<file path="src/rtl/cpu_pkg.sv">
// Shared core definitions: instruction constants, FIFO occupancy states and the
// compressed-instruction test used by fetch and decode.
package cpu_pkg;

    localparam int ILEN = 32;
    localparam logic [ILEN-1:0] INSTR_NOP = 32'h00000013;

    typedef enum logic [1:0] {
        FIFO_EMPTY   = 2'd0,
        FIFO_PARTIAL = 2'd1,
        FIFO_FULL    = 2'd2
    } fifo_state_e;

    // An all-zero word is the canonical illegal instruction, so it is never compact.
    function automatic logic is_compact(input logic [ILEN-1:0] instr);
        return (instr != '0) && (instr[1:0] != 2'b11);
    endfunction

endpackage

</file>
<file path="src/rtl/fetch_fifo.sv">
// Register-array FIFO with push, pop and flush; reports occupancy as a count and
// as an EMPTY/PARTIAL/FULL state. The head reads as zero when empty.
module fetch_fifo
    import cpu_pkg::*;
#(
    parameter int WIDTH = 8,
    parameter int DEPTH = 4,
    localparam int AW = $clog2(DEPTH),
    localparam int CW = AW + 1
) (
    input  logic             clk,
    input  logic             rst,
    input  logic             push_i,
    input  logic             pop_i,
    input  logic             flush_i,
    input  logic [WIDTH-1:0] wdata_i,
    output logic [WIDTH-1:0] rdata_o,
    output logic [CW-1:0]    count_o,
    output fifo_state_e      state_o
);

    localparam logic [CW-1:0] FULL_CNT = CW'(DEPTH);

    logic [WIDTH-1:0] mem_q [DEPTH];
    logic [AW-1:0]    rd_ptr_q, rd_ptr_d;
    logic [AW-1:0]    wr_ptr_q, wr_ptr_d;
    logic [CW-1:0]    count_q, count_d;
    logic             push_ok, pop_ok;

    always_comb begin
        push_ok  = push_i & ~flush_i & (count_q != FULL_CNT);
        pop_ok   = pop_i & ~flush_i & (count_q != '0);
        rd_ptr_d = rd_ptr_q;
        wr_ptr_d = wr_ptr_q;
        count_d  = count_q;
        if (flush_i) begin
            rd_ptr_d = '0;
            wr_ptr_d = '0;
            count_d  = '0;
        end else begin
            if (push_ok) wr_ptr_d = wr_ptr_q + AW'(1);
            if (pop_ok)  rd_ptr_d = rd_ptr_q + AW'(1);
            case ({push_ok, pop_ok})
                2'b10:   count_d = count_q + CW'(1);
                2'b01:   count_d = count_q - CW'(1);
                default: count_d = count_q;
            endcase
        end
    end

    always_ff @(posedge clk or posedge rst) begin
        if (rst) begin
            rd_ptr_q <= '0;
            wr_ptr_q <= '0;
            count_q  <= '0;
        end else begin
            rd_ptr_q <= rd_ptr_d;
            wr_ptr_q <= wr_ptr_d;
            count_q  <= count_d;
        end
    end

    // Storage is not reset; count gates every read, so stale entries are never visible.
    always_ff @(posedge clk) begin
        if (push_ok) mem_q[wr_ptr_q] <= wdata_i;
    end

    always_comb begin
        rdata_o = (count_q != '0) ? mem_q[rd_ptr_q] : '0;
        count_o = count_q;
        if (count_q == '0)           state_o = FIFO_EMPTY;
        else if (count_q == FULL_CNT) state_o = FIFO_FULL;
        else                          state_o = FIFO_PARTIAL;
    end

endmodule

</file>
<file path="src/rtl/instruction_fetch_queue.sv">
// Fetch front-end: owns the fetch PC, issues same-cycle instruction reads and
// buffers {pc, instr, compact} entries for decode. Redirect flushes and retargets.
module instruction_fetch_queue
    import cpu_pkg::*;
#(
    parameter int              XLEN          = 32,
    parameter int              DEPTH         = 4,
    parameter logic [XLEN-1:0] RESET_PC      = '0,
    parameter bit              COMPRESSED_EN = 1'b1
) (
    input  logic                   clk,
    input  logic                   rst,
    output logic                   imem_req,
    output logic [XLEN-1:0]        imem_addr,
    input  logic [ILEN-1:0]        imem_data,
    input  logic                   imem_success,
    input  logic                   redirect,
    input  logic [XLEN-1:0]        redirect_target,
    input  logic                   deq_ready,
    output logic                   deq_valid,
    output logic [ILEN-1:0]        deq_instr,
    output logic [XLEN-1:0]        deq_pc,
    output logic                   deq_compact,
    output logic [$clog2(DEPTH):0] count
);

    localparam int EW = XLEN + ILEN + 1;

    logic [XLEN-1:0] fetch_pc_q, fetch_pc_d;
    logic            push, pop, compact;
    logic [EW-1:0]   head;
    fifo_state_e     fifo_state;

    // Redirect outranks everything: it blocks the request, hides the head and retargets.
    always_comb begin
        imem_req   = ~rst & ~redirect & (fifo_state != FIFO_FULL);
        imem_addr  = fetch_pc_q;
        compact    = COMPRESSED_EN & is_compact(imem_data);
        push       = imem_req & imem_success;
        deq_valid  = (fifo_state != FIFO_EMPTY) & ~redirect;
        pop        = deq_valid & deq_ready;
        fetch_pc_d = fetch_pc_q;
        if (redirect) begin
            fetch_pc_d = {redirect_target[XLEN-1:1], 1'b0};
        end else if (push) begin
            fetch_pc_d = fetch_pc_q + (compact ? XLEN'(2) : XLEN'(4));
        end
    end

    always_ff @(posedge clk or posedge rst) begin
        if (rst) fetch_pc_q <= RESET_PC;
        else     fetch_pc_q <= fetch_pc_d;
    end

    fetch_fifo #(
        .WIDTH (EW),
        .DEPTH (DEPTH)
    ) u_fifo (
        .clk     (clk),
        .rst     (rst),
        .push_i  (push),
        .pop_i   (pop),
        .flush_i (redirect),
        .wdata_i ({fetch_pc_q, imem_data, compact}),
        .rdata_o (head),
        .count_o (count),
        .state_o (fifo_state)
    );

    assign {deq_pc, deq_instr, deq_compact} = head;

endmodule

</file>
<file path="config.mk">
export PLATFORM = sky130hd
export DESIGN_NAME = instruction_fetch_queue
export DESIGN_NICKNAME = d
export VERILOG_FILES = /design/src/rtl/cpu_pkg.sv /design/src/rtl/fetch_fifo.sv /design/src/rtl/instruction_fetch_queue.sv
export SDC_FILE = /design/constraint.sdc
export NUM_CORES = 1
export LEC_CHECK = 0
export ABC_AREA = 1
export ABC_CLOCK_PERIOD_IN_PS = 5980
export CAP_MARGIN = 20
export CELL_PAD_IN_SITES_DETAIL_PLACEMENT = 1
export CELL_PAD_IN_SITES_GLOBAL_PLACEMENT = 2
export CORE_MARGIN = 3
export CORE_UTILIZATION = 36
export CTS_BUF_LIST = sky130_fd_sc_hd__clkbuf_4 sky130_fd_sc_hd__clkbuf_8 sky130_fd_sc_hd__clkbuf_16
export CTS_CLUSTER_DIAMETER = 200
export DETAILED_ROUTE_END_ITERATION = 10
export GPL_TIMING_DRIVEN = 1
export PLACE_DENSITY_LB_ADDON = 0.1
export REMOVE_ABC_BUFFERS = 1
export SYNTH_ARGS = -nofsm -noshare
export SYNTH_HDL_FRONTEND = slang
export SYNTH_HIERARCHICAL = 1
export SYNTH_SLANG_ARGS = --single-unit
</file>
<file path="constraint.sdc">
create_clock -name clk -period 5.98 [get_ports clk]
set_input_delay 1.495 -clock clk [delete_from_list [all_inputs] [get_ports clk]]
set_output_delay 1.495 -clock clk [all_outputs]
set_load 0.02 [all_outputs]
</file>
# Yosys cells after proc, flatten, opt, wreduce, memory -nomap -nowiden
# Memories as Yosys holds them, arrays and structs flattened.
# Cells that the tools add are included.
dict set report totals {
  regBits 39
  ramBits 260
  input_bits 69
  output_inout_bits 102
  word_cells 50
  n_memories 1
}
# name depth width read_ports rd_ports_with_merged_regs wr line_no
set mem_list {}
lappend mem_list {u_fifo.mem_q 4 65 1 0 1 fetch_fifo.sv:24} ;# logic [WIDTH-1:0] mem_q [DEPTH];
dict set report op_classes {
  add_sub_neg 5
  n_eq_ne 6
  n_mux 14
  bitwise 11
  n_reduce_logical 9
}
# operator n
set ops {}
lappend ops {{65-bit two-way mux} 1}
lappend ops {{32-bit two-way mux} 2}
lappend ops {{32-bit by 3-bit adder with 32-bit output} 1}
lappend ops {{32-bit nonzero test} 1}
lappend ops {{2-bit two-way mux} 6}
lappend ops {{1-bit bitwise AND} 9}
lappend ops {{2-bit nonzero test} 4}
lappend ops {{3-bit two-way mux} 2}
lappend ops {{3-bit one-hot mux with 2 select lines} 1}
lappend ops {{3-bit nonzero test} 2}
lappend ops {{2-bit by 1-bit adder with 2-bit output (second input constant)} 2}
lappend ops {{2-bit inequality test (second input constant)} 2}
lappend ops {{3-bit by 1-bit adder with 3-bit output (second input constant)} 1}
lappend ops {{3-bit == test (second input constant)} 1}
lappend ops {{3-bit logical NOT} 1}
lappend ops {{3-bit inequality test (second input constant)} 1}
lappend ops {{3-bit by 1-bit subtractor with 3-bit output (second input constant)} 1}
lappend ops {{2-bit by 1-bit == test with 1-bit output (second input constant)} 1}
lappend ops {{2-bit == test (second input constant)} 1}
lappend ops {{1-bit two-way mux} 2}
lappend ops {{1-bit NOT} 2}
lappend ops {{1-bit logical AND} 1}

# Logic depth before layout (Yosys ltp)
# Gate-level depths: netlist (run 1).
dict set report depth {
  ltp_word 11
  depth_mapped 19
}

# Hierarchy
# Netlist (run 1), hierarchy kept.
# module n_inst cells_each area_each_um2 seq_area_each_um2
set modules_own_cells {}
lappend modules_own_cells {fetch_fifo 1 835 10551.4 7982.7}
lappend modules_own_cells {instruction_fetch_queue 1 433 2587.5 775.7}

# Least setup slack after synthesis (run 1)
# No wires, ideal clock.
dict set report synth_timing {
  kind {input-to-reg}
  from {in rst}
  to {mem u_fifo/mem_q[0][0] in the netlist's numbering (enable)}
  setup_time_ps 488
  t_arrival_ps 5869
  setup_slack_ps -377
  stages 8
  n_path_buf 1
  cell_sequence {inv_1 nand4_4 inv_1 buf_4 inv_1 nor2_1 nand2_4 nor2_1}
}
dict set report synth_via {
  elab_chain_len 8
}
# item line_no
set synth_lines {}
lappend synth_lines {{start, declared} instruction_fetch_queue.sv:12} ;# input logic rst,
lappend synth_lines {{1-bit NOT} instruction_fetch_queue.sv:36} ;# imem_req = ~rst & ~redirect & (fifo_state != FIFO_FULL);
lappend synth_lines {{1-bit bitwise AND (2 in a row)} instruction_fetch_queue.sv:36}
lappend synth_lines {{1-bit bitwise AND} instruction_fetch_queue.sv:39} ;# push = imem_req & imem_success;
lappend synth_lines {{named net push} instruction_fetch_queue.sv:30} ;# logic push, pop, compact;
lappend synth_lines {{1-bit bitwise AND (2 in a row)} fetch_fifo.sv:31} ;# push_ok = push_i & ~flush_i & (count_q != FULL_CNT);
lappend synth_lines {{1-bit two-way mux} fetch_fifo.sv:65} ;# if (push_ok) mem_q[wr_ptr_q] <= wdata_i;
lappend synth_lines {{1-bit two-way mux (not written as such)} fetch_fifo.sv:65}
lappend synth_lines {{end, declared} fetch_fifo.sv:24}
# The timed path passes the listed nets, and every way through them passes these cells.

# Worst setup path in the final report (run 1)
dict set report layout_timing {
  from {reg u_fifo.rd_ptr_q[1]}
  to {out deq_pc[11]}
}
dict set report layout_via {
  elab_chain_len 2
}
# item line_no
set layout_lines {}
lappend layout_lines {{start, declared} fetch_fifo.sv:25} ;# logic [AW-1:0] rd_ptr_q, rd_ptr_d;
lappend layout_lines {{start signal, assigned} fetch_fifo.sv:57} ;# rd_ptr_q <= rd_ptr_d;
lappend layout_lines {{memory read 4 x 65 bit} --}
lappend layout_lines {{65-bit two-way mux} fetch_fifo.sv:69} ;# rdata_o = (count_q != '0) ? mem_q[rd_ptr_q] : '0;
lappend layout_lines {{end, declared} instruction_fetch_queue.sv:22} ;# output logic [XLEN-1:0] deq_pc,
# Every way passes these cells.

==> parameters.txt, run 1 <==
Parameter                              Value

Cells and area
  Number of nets in the layout    between 1500 and 2000
  ANT cells    0
  Area growth from synthesis to final layout    24.9%
  Ratio of cells with drive above 1 in the final layout    0.0727
  Fillcell total    3940

Clock tree
  CTS root buffer    sky130_fd_sc_hd__clkbuf_16
  Post-cts gate resize count    0
  Clock latency on the worst-skew pair    0.50 ns
  Post-CTS setup buffer count    0
  Num Clock Sinks    298
  TritonCTS clock tree    done
  Hold_buf cts    0
  H-Tree Level Count    2
  Number of buffers between clock root and the deepest sink    3
  Clock buffers created by TritonCTS    34
  Clk slew on worst S/H paths    0.06 ns

Power
  Leak Pwr    ~6 nW
  Total power divided by cell area    348 nW/µm²
  Maximum resistive drop on vdd    roughly 210 µV

Global routing
  Vias in the first global route    roughly 10000
  Initial antenna violation count    0
  Largest net degree at the start of global routing    89
  Total GRT Usage    0.194
  Wire length of the first global-routing pass    about 58 mm
  Final global-route overflow total    0

Floorplanning
  Top Ports    171
  Overall die area    38800 µm²
  # rows    69
  Die extent in x    197 µm
  Height of the chip    197 µm
  Area of the core region    35700 µm²
  Initial standard-cell utilization of the core    0.368

Placed design
  RD Place Congestion    approximately 0.73
  DPL Wire Length    23.3 mm
  Count of buffers from port buffering    168
  Worst Setup Slack post-DPL    0.874 ns

STA
  Least setup slack across all paths after layout    between 1 and 1.5 ns
  Minimum clock period after layout    4.97 ns
  Final Hold Violating Endpoints    0
  Setup TNS    0 ns
  Count of endpoints failing setup in the final report    0
  Skew final    between 0.01 and 0.015 ns
  Period utilization    0.831
  Maximum clock frequency    201 MHz
  Normalized max-slew margin    0.278
  Worst Max-Slew Pin Slew    1.08 ns
  Total count of max-transition violations in the final report    0
  RSZ-0062 raised after global routing    no

Routing
  WL met1    16.9 mm
  Met3 WL post-DR    1.24 mm
  Count of routing violations after the opening detailed-route iteration    400
  Number of search-and-repair iterations in the first detailed-routing pass    4
  Wire per inst    19.5 µm
  Top Metal Used    met4
  Wire length on met2    18.7 mm
  Remaining design rule violation count    0
  Vias after detailed routing    9478
  Overall routed net length    around 37 mm
  Antenna violation net count after detailed routing    0
  Routed vias/inst    roughly 4.9

Critical path
  Endpoint kind of the worst setup timing path    primary output
  Type of the setup path with the least slack    flop to primary output
  Type of origin of the critical path    flop
  Maximum fanout encountered on the critical timing path    29
  FF-to-FF setup slack    3.02 ns
  Arr. time, crit path    between 3 and 4 ns
  Critical path data required time    around 4.5 ns
  Cells on worst reg2reg path    11
  Reg2Reg Capture Point    u_fifo/mem_q[2][14]$_DFFE_PP_
  Critical R2R Launch    u_fifo/count_o[0]$_DFFE_PP0P_

Hold path
  Hold Crit Class    flop to flop
  Hold wc startpoint    u_fifo/wr_ptr_q[0]$_DFFE_PP0P_
  Hold depth    1
  Worst hold endpoint    u_fifo/wr_ptr_q[0]$_DFFE_PP0P_

Synth
  Total of warnings raised by yosys    6
  Flop and latch count out of synthesis    slightly below 300
  Cells after synthesis    1268
  Sequential share of the synthesized area    0.667
  Cell taking the most area after synthesis    sky130_fd_sc_hd__edfxtp_1
  Count of cell types in the netlist    35
  Cell types with the largest area share after synthesis    sky130_fd_sc_hd__edfxtp_1 59%, sky130_fd_sc_hd__nor2_1 9.3%, sky130_fd_sc_hd__dfrtp_1 7.2%
  Avg Inst Size Synth    10.4 µm²
  Netlist area before placement    13100 µm²
  Share of Yosys cell area claimed by the top area cell type    0.594

Run
  Max-capacitance violation count    0

Outcome
  Result of the run    finished clean
final cells by class:
cell class | instances | area [µm²] | area share
Clock buffer | 50 | 1040 | 0.0635
Clock inverter | 11 | 108 | 0.00656
Inverter | 78 | 298 | 0.0181
Multi-Input combinational cell | 835 | 3760 | 0.229
Sequential cell | 298 | 8760 | 0.534
Tap cell | 461 | 577 | 0.0351
Timing Repair Buffer | 187 | 1860 | 0.113
registers in the layout (all words and copies together), names as in the netlist:
name	cells
u_fifo/wr_ptr_q	2
imem_addr	31
u_fifo/mem_q	260
u_fifo/count_o	3
u_fifo/rd_ptr_q	2
power by group:
group | internal, W | switching, W
sequential | 0.00233 | 0.0000937
clock | 0.00130 | 0.000796
combinational | 0.000467 | 0.000729
total | 0.00409 | 0.00162
per-stage QoR:
step                      instances  instance area [µm²]  hold WS [ns]  power [W]  utilization
after floorplan                1211                12800         0.513    0.00303            -
after global placement         1859                15300         0.549    0.00367        0.427
after detailed placement       1859                15300         0.587    0.00369        0.427
after CTS                      1920                16400         0.595    0.00580        0.459
after global routing           1920                16400         0.622    0.00598        0.459
final                          1920                16400         0.585    0.00571        0.459
Yosys cell counts:
| master | number |
|---|---|
| sky130_fd_sc_hd__buf_4 | 11 |
| sky130_fd_sc_hd__nand4_4 | 1 |
| sky130_fd_sc_hd__conb_1 | 1 |
| sky130_fd_sc_hd__nor2_1 | 324 |
| sky130_fd_sc_hd__buf_1 | 2 |
| sky130_fd_sc_hd__a21oi_1 | 69 |
| sky130_fd_sc_hd__xnor2_1 | 3 |
| sky130_fd_sc_hd__inv_4 | 2 |
| sky130_fd_sc_hd__xor2_1 | 9 |
| sky130_fd_sc_hd__clkbuf_1 | 12 |
| sky130_fd_sc_hd__ha_1 | 6 |
| sky130_fd_sc_hd__or2_2 | 1 |
| sky130_fd_sc_hd__nand3_1 | 37 |
| sky130_fd_sc_hd__a31oi_1 | 2 |
| sky130_fd_sc_hd__nor3b_1 | 2 |
| sky130_fd_sc_hd__nand3_2 | 1 |
| sky130_fd_sc_hd__o21ai_0 | 94 |
| sky130_fd_sc_hd__nand2_4 | 1 |
| sky130_fd_sc_hd__nand4_1 | 4 |
| sky130_fd_sc_hd__inv_1 | 73 |
| sky130_fd_sc_hd__edfxtp_1 | 260 |
| sky130_fd_sc_hd__o21bai_1 | 2 |
| sky130_fd_sc_hd__inv_2 | 3 |
| sky130_fd_sc_hd__dfrtp_1 | 38 |
| sky130_fd_sc_hd__buf_6 | 8 |
| sky130_fd_sc_hd__buf_2 | 20 |
| sky130_fd_sc_hd__nor2_2 | 5 |
| sky130_fd_sc_hd__clkbuf_2 | 8 |
| sky130_fd_sc_hd__nand2_2 | 5 |
| sky130_fd_sc_hd__fa_1 | 2 |
| sky130_fd_sc_hd__nor2_4 | 3 |
| sky130_fd_sc_hd__o21ai_1 | 60 |
| sky130_fd_sc_hd__nand2_1 | 195 |
| sky130_fd_sc_hd__o211ai_1 | 3 |
| sky130_fd_sc_hd__o2bb2ai_1 | 1 |
metal layers:
metal	track usage	vias up
li1	-	4586
met1	0.256	4711
met2	0.345	145
met3	0.0254	36
met4	0.0417	0
met5	0	-
worst max-delay path by stage:
stage,startpoint,endpoint,cells past startpoint
3_5_place_dp,imem_data[17],imem_addr[17]$_DFFE_PP0N_,15
4_1_cts,u_fifo/rd_ptr_q[1]$_DFFE_PP0P_,deq_pc[11],6
6_report,u_fifo/rd_ptr_q[1]$_DFFE_PP0P_,deq_pc[11],6
5_1_grt,u_fifo/rd_ptr_q[1]$_DFFE_PP0P_,deq_pc[9],6
3_3_place_gp,imem_data[16],imem_addr[17]$_DFFE_PP0N_,15
2_1_floorplan,rst,u_fifo/mem_q[0][0]$_DFFE_PP_,7
cell usage in the layout, fill, tap and decap left out, drive strengths merged, types with 2 or more instances in the layout:
cell type and n:
nor2 332, edfxtp 260, nand2 201, clkdlybuf4s50 168, o21ai 154, inv 78, a21oi 69, clkbuf 50
nand3 38, dfrtp 38, buf 19, xor2 9, clkinv 8, ha 6, conb 5, nand4 5
xnor2 3, o211ai 3, a31oi 2, o21bai 2, nor3b 2, fa 2, bufinv 2
worst max-delay path: stages (launching register included):
cell and delay [ns]:
sky130_fd_sc_hd__dfrtp_2 0.81, sky130_fd_sc_hd__inv_2 0.52, sky130_fd_sc_hd__buf_4 0.38, sky130_fd_sc_hd__nor2_1 0.12, sky130_fd_sc_hd__o21ai_1 0.08, sky130_fd_sc_hd__a21oi_1 0.34, sky130_fd_sc_hd__clkdlybuf4s50_1 0.69
cells by family (layout without fill, tap and decap cells):
group | after synthesis | count (layout) | synth area share
AO/OA/AOI/OAI | 231 | 231 | 0.0894
XOR/XNOR | 12 | 12 | 0.00800
adder cells (fa/ha/maj) | 8 | 8 | 0.00876
buffers and inverters | 139 | 326 | 0.0505
flip-flops | 298 | 298 | 0.667
other | 1 | 5 | 0.000285
AND/OR/NAND/NOR | 579 | 579 | 0.176
No activity file was read; power rests on OpenSTA's default activity.
==> inputs of run 2 (changes only) <==
Settings changed: ABC_CLOCK_PERIOD_IN_PS 5980 to 5150.
Clock period 5.98 ns to 5.15 ns, I/O delays scaled along.
==> parameters.txt, run 2 (synthesis results as in run 1) <==
Parameter                              Value

Clock tree
  CTS root buffer    sky130_fd_sc_hd__clkbuf_16
  Clock buffers created by TritonCTS    35
  H-Tree Level Count    2
  Post-cts gate resize count    0
  Post-CTS setup buffer count    0
  Clock latency on the worst-skew pair    0.51 ns
  TritonCTS clock tree    done
  Hold_buf cts    0
  Clk slew on worst S/H paths    0.05 ns
  Num Clock Sinks    298
  Number of buffers between clock root and the deepest sink    3

Power
  Total power divided by cell area    402 nW/µm²
  Maximum resistive drop on vdd    217 µV
  Leak Pwr    6.02 nW

Cells and area
  Area growth from synthesis to final layout    24.9%
  Most used cells in the layout excluding fill and tap cells    320 x sky130_fd_sc_hd__nor2_1, 260 x sky130_fd_sc_hd__edfxtp_1, 195 x sky130_fd_sc_hd__nand2_1
  Layout Utilization    0.459
  Ratio of cells with drive above 1 in the final layout    0.0706
  Register ranked first by flip-flop count    u_fifo/mem_q
  Most frequent standard cell in the layout excluding fill and tap cells    sky130_fd_sc_hd__nor2_1
  Fillcell total    3919
  Flip-flop count of the largest register after layout    260
  Number of nets in the layout    1514
  Area of combinational cells with multiple inputs    3760 µm²
  ANT cells    0
  Area used by sequential logic in the layout    8760 µm²

Routing
  Vias after detailed routing    approximately 9500
  Routed vias/inst    between 4 and 5
  Overall routed net length    ~38 mm
  Antenna violation net count after detailed routing    0
  Wire per inst    around 20 µm
  Remaining design rule violation count    0
  Count of routing violations after the opening detailed-route iteration    about 520
  Number of search-and-repair iterations in the first detailed-routing pass    4

STA
  Least setup slack across all paths after layout    0.637 ns
  Minimum clock period after layout    4.51 ns
  Period utilization    0.876
  Skew final    ~0.0083 ns
  Maximum clock frequency    222 MHz
  Final Hold Violating Endpoints    0
  Normalized max-slew margin    0.557
  RSZ-0062 raised after global routing    no
  Count of endpoints failing setup in the final report    0
  Total count of max-transition violations in the final report    0
  Worst Max-Slew Pin Slew    0.665 ns

Global routing
  Vias in the first global route    ~9900
  Largest net degree at the start of global routing    59
  Initial antenna violation count    0
  Final global-route overflow total    0
  Total GRT Usage    0.193
  Wire length of the first global-routing pass    57.7 mm

Floorplanning
  Top Ports    171
  # rows    69
  Height of the chip    197 µm
  Area of the core region    about 36000 µm²
  Die extent in x    197 µm
  Overall die area    38800 µm²
  Initial standard-cell utilization of the core    0.368

Outcome
  Result of the run    finished clean

Critical path
  Type of the setup path with the least slack    flop to primary output
  Type of origin of the critical path    flop
  Arr. time, crit path    3.23 ns
  Maximum fanout encountered on the critical timing path    54
  FF-to-FF setup slack    2.31 ns
  Endpoint kind of the worst setup timing path    primary output
  Critical path data required time    between 3 and 4 ns

Placed design
  Count of buffers from port buffering    approximately 170
  DPL Wire Length    23.2 mm
  RD Place Congestion    ~0.73
  Worst Setup Slack post-DPL    approximately 0.65 ns

Hold path
  Hold Crit Class    flop to flop

Run
  Max-capacitance violation count    0
run 2: cell count changes in the layout (fill, tap and decap cells not counted), sizes merged:
cell | before | now
buf | 19 | 21
clkbuf | 50 | 47
run 2: path summary, 6_finish.rpt:
| path | startpoint | to | depth (start not counted) |
|---|---|---|---|
| setup / recovery | u_fifo/rd_ptr_q[0]$_DFFE_PP0P_ | deq_pc[11] | 6 |
| hold / removal | u_fifo/count_o[1]$_DFFE_PP0P_ | u_fifo/count_o[1]$_DFFE_PP0P_ | 2 |
| setup reg to reg | u_fifo/count_o[0]$_DFFE_PP0P_ | u_fifo/count_o[2]$_DFFE_PP0P_ | 18 |
| hold reg to reg | u_fifo/count_o[1]$_DFFE_PP0P_ | u_fifo/count_o[1]$_DFFE_PP0P_ | 2 |
| max in group asynchronous | rst | imem_addr[23]$_DFFE_PP0N_ | 3 |
| min in group asynchronous | rst | u_fifo/wr_ptr_q[1]$_DFFE_PP0P_ | 2 |
run 2: through the flow:
stage	setup TNS (ns)	cells	hold WS [ns]	total power, W	area, µm²
2_1_floorplan	-292.42	1211	0.513	0.00351	12800
3_3_place_gp	0	1861	0.567	0.00427	15300
3_5_place_dp	0	1861	0.585	0.00429	15300
4_1_cts	0	1919	0.595	0.00669	16400
5_1_grt	0	1919	0.648	0.00690	16400
6_report	0	1919	0.593	0.00660	16400
run 2: cell type report:
class                      count  area share
clock buffer                  47      0.0610
clock inverter                11     0.00618
inverter                      78      0.0182
multi-input combinational    835       0.229
sequential                   298       0.534
tap                          461      0.0352
timing repair buffer         189       0.116
run 2: report_power, final:
part | leakage [nW] | internal (W) | switching [W]
Sequential | 2.81 | 0.00271 | 0.000115
Combinational | 2.66 | 0.000546 | 0.000846
Clock | 0.550 | 0.00146 | 0.000926
Total | 6.02 | 0.00471 | 0.00189
run 2: critical path, cell delays in order (launching register included):
cell and delay [ns]:
sky130_fd_sc_hd__dfrtp_4 0.68, sky130_fd_sc_hd__buf_4 0.61, sky130_fd_sc_hd__nor2_1 0.11, sky130_fd_sc_hd__nor2_1 0.09
sky130_fd_sc_hd__o21ai_0 0.09, sky130_fd_sc_hd__a21oi_1 0.41, sky130_fd_sc_hd__clkdlybuf4s50_1 0.69
run 2: routing by layer:
layer,wire [µm],global-route usage,vias up
met4,578,0.0417,0
li1,-,-,4587
met5,0,0,-
met1,16800,0.256,4689
met2,18900,0.340,155
met3,1380,0.0271,42
==> inputs of run 3 (changes only) <==
Settings changed: SLEW_MARGIN set to 20.
==> results of run 3 <==
The final DEF is identical to that of run 2; final timing and power are the same.
